## config.mk

```make
export PLATFORM = sky130hd
export DESIGN_NAME = sio_pad_ctrl_seq
export DESIGN_NICKNAME = d
export VERILOG_FILES = /design/src/rtl/sio_pad_ctrl_seq.sv
export SDC_FILE = /design/constraint.sdc
export NUM_CORES = 1
export LEC_CHECK = 0
export ABC_AREA = 1
export CORE_MARGIN = 1.5
export CORE_UTILIZATION = 33
export CTS_CLUSTER_DIAMETER = 150
export DETAILED_ROUTE_END_ITERATION = 10
export PLACE_DENSITY = 0.66
export SETUP_SLACK_MARGIN = 0.05
export SYNTH_ARGS = -nofsm -noshare
export SYNTH_HDL_FRONTEND = slang
export SYNTH_SLANG_ARGS = --single-unit
export TNS_END_PERCENT = 100
```

## constraint.sdc

```tcl
create_clock -name clk_i -period 1.93 [get_ports clk_i]
set_clock_uncertainty 0.1 [all_clocks]
set_input_delay 0.579 -clock clk_i [delete_from_list [all_inputs] [get_ports clk_i]]
set_output_delay 0.579 -clock clk_i [all_outputs]
set_load 0.05 [all_outputs]
```

## src/rtl/sio_pad_ctrl_seq.sv

```systemverilog
// Core-side sequencer for one SIO pad: sequences enable, glitch-safe
// reconfiguration (driver tristated around every mode change) and hold
// entry/exit, and synchronizes the pad IN signal into the core clock domain.
module sio_pad_ctrl_seq #(
  parameter int SETTLE_CYCLES = 4,  // 1..255, cycles per sequencing phase
  parameter int SYNC_STAGES   = 2   // 2..4, IN synchronizer depth
) (
  input  logic       clk_i,
  input  logic       reset_i,
  input  logic       pad_en_i,
  input  logic       cfg_valid_i,
  output logic       cfg_ready_o,
  input  logic [2:0] cfg_dm_i,
  input  logic       cfg_inp_dis_i,
  input  logic       cfg_slow_i,
  input  logic       cfg_vtrip_sel_i,
  input  logic       cfg_ibuf_sel_i,
  input  logic       cfg_vreg_en_i,
  output logic       cfg_err_o,
  input  logic       out_req_i,
  input  logic       oe_n_req_i,
  input  logic       hold_req_i,
  input  logic       hold_ovr_req_i,
  output logic       enable_h_o,
  output logic       hld_h_n_o,
  output logic       hld_ovr_o,
  output logic       out_o,
  output logic       oe_n_o,
  output logic       inp_dis_o,
  output logic       slow_o,
  output logic       vtrip_sel_o,
  output logic       ibuf_sel_o,
  output logic       vreg_en_o,
  output logic [2:0] dm_o,
  input  logic       in_i,
  output logic       in_sync_o,
  output logic       in_hold_o
);

  typedef enum logic [2:0] {
    S_OFF, S_ENABLING, S_ACTIVE, S_RECFG_TRI, S_RECFG_APPLY, S_HOLD, S_HOLD_EXIT
  } state_e;

  localparam logic [7:0] CNT_LOAD = 8'(SETTLE_CYCLES - 1);
  // Mode word layout: {dm[2:0], inp_dis, slow, vtrip_sel, ibuf_sel, vreg_en};
  // the pad powers up with the input buffer disabled.
  localparam logic [7:0] MODE_RST = 8'b000_1_0000;

  state_e     state_q, state_d;
  logic [7:0] cnt_q, cnt_d;
  logic [7:0] mode_q, mode_d;
  logic [7:0] shadow_q, shadow_d;
  logic       enable_h_q, enable_h_d;
  logic       hld_h_n_q, hld_h_n_d;
  logic       hld_ovr_q, hld_ovr_d;
  logic       out_q, out_d;
  logic       oe_n_q, oe_n_d;
  logic       cfg_err_q, cfg_err_d;
  logic [SYNC_STAGES-1:0] sync_q;

  logic [7:0] cfg_word;
  logic       cfg_legal;

  assign cfg_word  = {cfg_dm_i, cfg_inp_dis_i, cfg_slow_i, cfg_vtrip_sel_i,
                      cfg_ibuf_sel_i, cfg_vreg_en_i};
  // The regulator may only be enabled with a drive mode that tolerates it.
  assign cfg_legal = !cfg_vreg_en_i ||
                     (cfg_dm_i == 3'b011) || (cfg_dm_i == 3'b101) || (cfg_dm_i == 3'b110);

  // State, counter and all pad-facing output registers.
  always_ff @(posedge clk_i) begin
    if (reset_i) begin
      state_q    <= S_OFF;
      cnt_q      <= 8'd0;
      mode_q     <= MODE_RST;
      shadow_q   <= MODE_RST;
      enable_h_q <= 1'b0;
      hld_h_n_q  <= 1'b1;
      hld_ovr_q  <= 1'b0;
      out_q      <= 1'b0;
      oe_n_q     <= 1'b1;
      cfg_err_q  <= 1'b0;
    end else begin
      state_q    <= state_d;
      cnt_q      <= cnt_d;
      mode_q     <= mode_d;
      shadow_q   <= shadow_d;
      enable_h_q <= enable_h_d;
      hld_h_n_q  <= hld_h_n_d;
      hld_ovr_q  <= hld_ovr_d;
      out_q      <= out_d;
      oe_n_q     <= oe_n_d;
      cfg_err_q  <= cfg_err_d;
    end
  end

  // Next-state and next-output logic for the sequencer.
  always_comb begin
    state_d    = state_q;
    cnt_d      = cnt_q;
    mode_d     = mode_q;
    shadow_d   = shadow_q;
    enable_h_d = enable_h_q;
    hld_h_n_d  = hld_h_n_q;
    hld_ovr_d  = hld_ovr_q;
    out_d      = out_q;
    oe_n_d     = oe_n_q;
    cfg_err_d  = 1'b0;
    case (state_q)
      S_OFF: begin
        if (pad_en_i) begin
          state_d    = S_ENABLING;
          enable_h_d = 1'b1;
          cnt_d      = CNT_LOAD;
        end
      end
      S_ENABLING: begin
        if (cnt_q == 8'd0) state_d = S_ACTIVE;
        else               cnt_d   = cnt_q - 8'd1;
      end
      S_ACTIVE: begin
        out_d  = out_req_i;
        oe_n_d = oe_n_req_i;
        if (!pad_en_i) begin
          // Power-down wins over hold and config; everything back to idle.
          state_d    = S_OFF;
          enable_h_d = 1'b0;
          hld_h_n_d  = 1'b1;
          hld_ovr_d  = 1'b0;
          out_d      = 1'b0;
          oe_n_d     = 1'b1;
          mode_d     = MODE_RST;
        end else if (hold_req_i) begin
          state_d   = S_HOLD;
          hld_h_n_d = 1'b0;
        end else if (cfg_valid_i) begin
          if (cfg_legal) begin
            shadow_d = cfg_word;
            oe_n_d   = 1'b1;
            cnt_d    = CNT_LOAD;
            state_d  = S_RECFG_TRI;
          end else begin
            cfg_err_d = 1'b1;
          end
        end
      end
      S_RECFG_TRI: begin
        out_d  = out_req_i;
        oe_n_d = 1'b1;
        if (cnt_q == 8'd0) begin
          mode_d  = shadow_q;
          cnt_d   = CNT_LOAD;
          state_d = S_RECFG_APPLY;
        end else begin
          cnt_d = cnt_q - 8'd1;
        end
      end
      S_RECFG_APPLY: begin
        out_d  = out_req_i;
        oe_n_d = 1'b1;
        if (cnt_q == 8'd0) state_d = S_ACTIVE;
        else               cnt_d   = cnt_q - 8'd1;
      end
      S_HOLD: begin
        if (!hold_req_i) begin
          state_d   = S_HOLD_EXIT;
          hld_h_n_d = 1'b1;
          hld_ovr_d = 1'b0;
          cnt_d     = CNT_LOAD;
        end else begin
          hld_ovr_d = hold_ovr_req_i;
          // Data path only moves once the pad has actually seen HLD_OVR.
          if (hld_ovr_q) begin
            out_d  = out_req_i;
            oe_n_d = oe_n_req_i;
          end
        end
      end
      S_HOLD_EXIT: begin
        if (cnt_q == 8'd0) state_d = S_ACTIVE;
        else               cnt_d   = cnt_q - 8'd1;
      end
      default: state_d = S_OFF;
    endcase
  end

  // IN synchronizer; held clear while the pad is not powered.
  always_ff @(posedge clk_i) begin
    if (reset_i || !enable_h_q) sync_q <= '0;
    else                        sync_q <= {sync_q[SYNC_STAGES-2:0], in_i};
  end

  assign cfg_ready_o = (state_q == S_ACTIVE);
  assign in_hold_o   = (state_q == S_HOLD) || (state_q == S_HOLD_EXIT) ||
                       (state_q == S_ENABLING);
  assign cfg_err_o   = cfg_err_q;
  assign enable_h_o  = enable_h_q;
  assign hld_h_n_o   = hld_h_n_q;
  assign hld_ovr_o   = hld_ovr_q;
  assign out_o       = out_q;
  assign oe_n_o      = oe_n_q;
  assign dm_o        = mode_q[7:5];
  assign inp_dis_o   = mode_q[4];
  assign slow_o      = mode_q[3];
  assign vtrip_sel_o = mode_q[2];
  assign ibuf_sel_o  = mode_q[1];
  assign vreg_en_o   = mode_q[0];
  assign in_sync_o   = sync_q[SYNC_STAGES-1];

endmodule
```

==> impl_results.md <==
- Crit path max fanout: 4
- Buffers on Ports: 33
- Met2 routed WL: 2200 µm
- CTS root buffer: clkbuf_8
- Dominant cells by area after synthesis: dfxtp_1, nand2_1, nor2_1, nand3_1, a21oi_1
- Post-synth top area cell: dfxtp_1
- Placed cell areas: 2440 µm²
- Worst-Skew Late Latency: 0.29 ns
- ANT nets after route: 0
- TritonCTS Buffers: 5
- Wirelength, routed: 4740 µm
- Critical Path Start Type: flop
- Non-filler cells in the finished layout: 406
- Arrival @ worst endpoint: 1.16 ns
- H-tree Lvls: 2
- Cells on Worst Hold Path: 1
- Primary FF master, synth: dfxtp_1
- Final Hold Viols: 0
- Die Span Y: 77.7 µm
- Synth Area in XOR/XNOR: 0.952%
- Layout area overhead: 43.2%
- Largest family of logic cells by synthesized area: simple AND/OR/NAND/NOR gates
- Setup TNS: 0 ns
- Endpoints failing setup: 0
- Slew HR: 72.6%
- Final nets: 352
- Critical path class: reg -> out
- Status: finished clean
- Worst-path cell chain: buf_4, nor2_1, nor2_2, buf_12
- Yosys cell types: 29
- Max VDD drop: 0.826 mV
- DR top layer: met4
- Critical path capture point type: output port
- DRT iter0 DRCs: 93
- Vias: 1947
- Max Fclk: 545 MHz
- DRC errors left: 0
- CTS sink cnt: 35
- Max incr delay on CP: 0.34 ns
- # hold bufs at CTS: 0
- First-pass GRT wire length: 7840 µm
- Worst slew pin tran: 0.410 ns
- Routed metal-1 wirelength: 2220 µm
- Synth Area per Inst: 6.72 µm²
- Die width: 77.7 µm
- Synth Area in Adders: 1.36%
- HPWL after DPL: 3430 µm
- R2R cell count: 10
- Syn_nets: 293
- Synthesized cell area: 1840 µm²
- Post-synthesis simple-gate area fraction: 38.9%
- Largest net degree at the start of global routing: 16
- Rows: 27
- Synth Warn #: 0
- Share of async-settable or async-resettable flops after synthesis: 0%
- CTS max path bufs: 2
- Routed len/inst: 11.7 µm
- Critical Path RT: 1.25 ns
- Slowest stage cell, crit path: dfxtp_2
- Vias in the first global route: 1764
- Initial Util: 33.8%
- Setup WS pre-CTS: -0.275 ns
- CTS tree: yes
- Most frequent cells in the layout: nand2_1, nor2_1, dfxtp_1, buf_4
- DIE AREA: 6030 µm²
- Grt total ovfl: 0
- Share of layout cells above drive strength 1: 26.0%
- Lkg Pwr: 1.25 nW
- DP Cell Count: 396
- Slew Limit Fails: 0
- Hold_ws: 0.367 ns
- Final Critical Period: 1.84 ns
- DR pass1 iterations: 4
- Worst hold-check path type: reg -> reg
- Post-synth top area share: 38.1%
- Utilization after layout: 48.4%
- Synthesis-stage register bit count: 35
- Initial antenna violation count: 0
- Most common cell after layout, fill and taps aside: nand2_1
- Number of synthesized flops with an enable pin: 0
- Worst-path clk slew: 0.07 ns
- RePlAce Congestion: 0.867
- Drt via density: 4.80
- Sequential share of the synthesized area: 38.1%
- GRT Util Overall: 16.0%
- Final Cell Area: 2640 µm²
- Met3 wire length: 279 µm
- RSZ-0062 raised after global routing: true
- Ports: 34
- Post-synthesis mux area share: 0%
- Maxcap violations: 0
- Final Total Pwr: 3.75 mW
- Pwr dens: 1420 nW/µm²
- Ant. Diodes: 0
- Final setup margin: 0.0944 ns
- CORE AREA: 5440 µm²
- Post-Syn Instances: 274
- Final Cycle Share: 95.1%
- Compound-Gate Fraction of Synth Area: 13.4%
==> report_power, final <==
group          leakage (nW)  internal (mW)  switching (mW)  total, mW
registers             0.286          0.870           0.151       1.02
clock network        0.0581          0.384           0.282      0.667
logic                 0.906          0.771            1.29       2.06
total                  1.25           2.02            1.73       3.75
==> repair_timing <==
action,4_1_cts,5_1_grt
endpoints found under the setup margin,10,27
setup buffers,0,2
pin swaps,1,5
cloned,0,0
resized for setup,3,22
==> cell usage after synthesis, types with 2 or more instances <==
library cell	instances
nor2_2	5
clkbuf_1	3
nor3_1	2
a22oi_1	7
nand2_2	5
nand2_1	71
nor2_1	40
nand4_1	6
and3_1	2
inv_2	4
nor2_4	3
dfxtp_1	35
inv_1	23
o21ai_1	4
o21ai_0	8
nand3_2	2
xor2_1	2
ha_1	2
a21oi_1	19
nand3_1	22
==> registers in the layout (all words and copies together), names as in the netlist <==
name	cells
cfg_err_o	1
cnt_q	8
enable_h_o	1
hld_h_n_o	1
hld_ovr_o	1
mode_q	8
oe_n_o	1
out_o	1
shadow_q	8
state_q	3
sync_q	2
==> path summary, 6_finish.rpt <==
kind                   start          to  slack [ns]
setup / recovery  state_q[1]   in_hold_o        0.09
hold / removal     sync_q[0]   sync_q[1]        0.37
setup reg to reg    cnt_q[0]  state_q[1]        0.27
hold reg to reg    sync_q[0]   sync_q[1]        0.37
==> area by class of cell <==
| class | instances | area [µm²] |
|---|---|---|
| Clock buffer | 5 | 68.8 |
| Clock inverter | 3 | 43.8 |
| Fill cell | 539 | 2800 |
| Inverter | 28 | 105 |
| Multi-Input combinational cell | 206 | 1050 |
| Sequential cell | 35 | 707 |
| Tap cell | 72 | 90.1 |
| Timing Repair Buffer | 57 | 572 |
==> kinds of logic (layout without fill, tap and decap cells) <==
kind of cell               Yosys count  after routing
AOI/OAI and AO/OA                   43             43
xor gates and xnor gates             2              2
adders and majority gates            2              2
buffers and inverters               33             93
DFF                                 35             35
and+or+nand+nor                    159            159
==> routing by layer <==
metal,track usage (%),vias up
met4,5.45,0
met5,0,-
met3,4.24,5
li1,-,1012
met1,21.6,876
met2,24.5,54
==> worst max-delay path, delay by kind of cell (launching register included) <==
kind	cells	cell delay [ns]
flip-flops	1	0.34
buffers and inverters	2	0.30
AND/OR/NAND/NOR	2	0.23
Power figures use the tool's default switching activity.
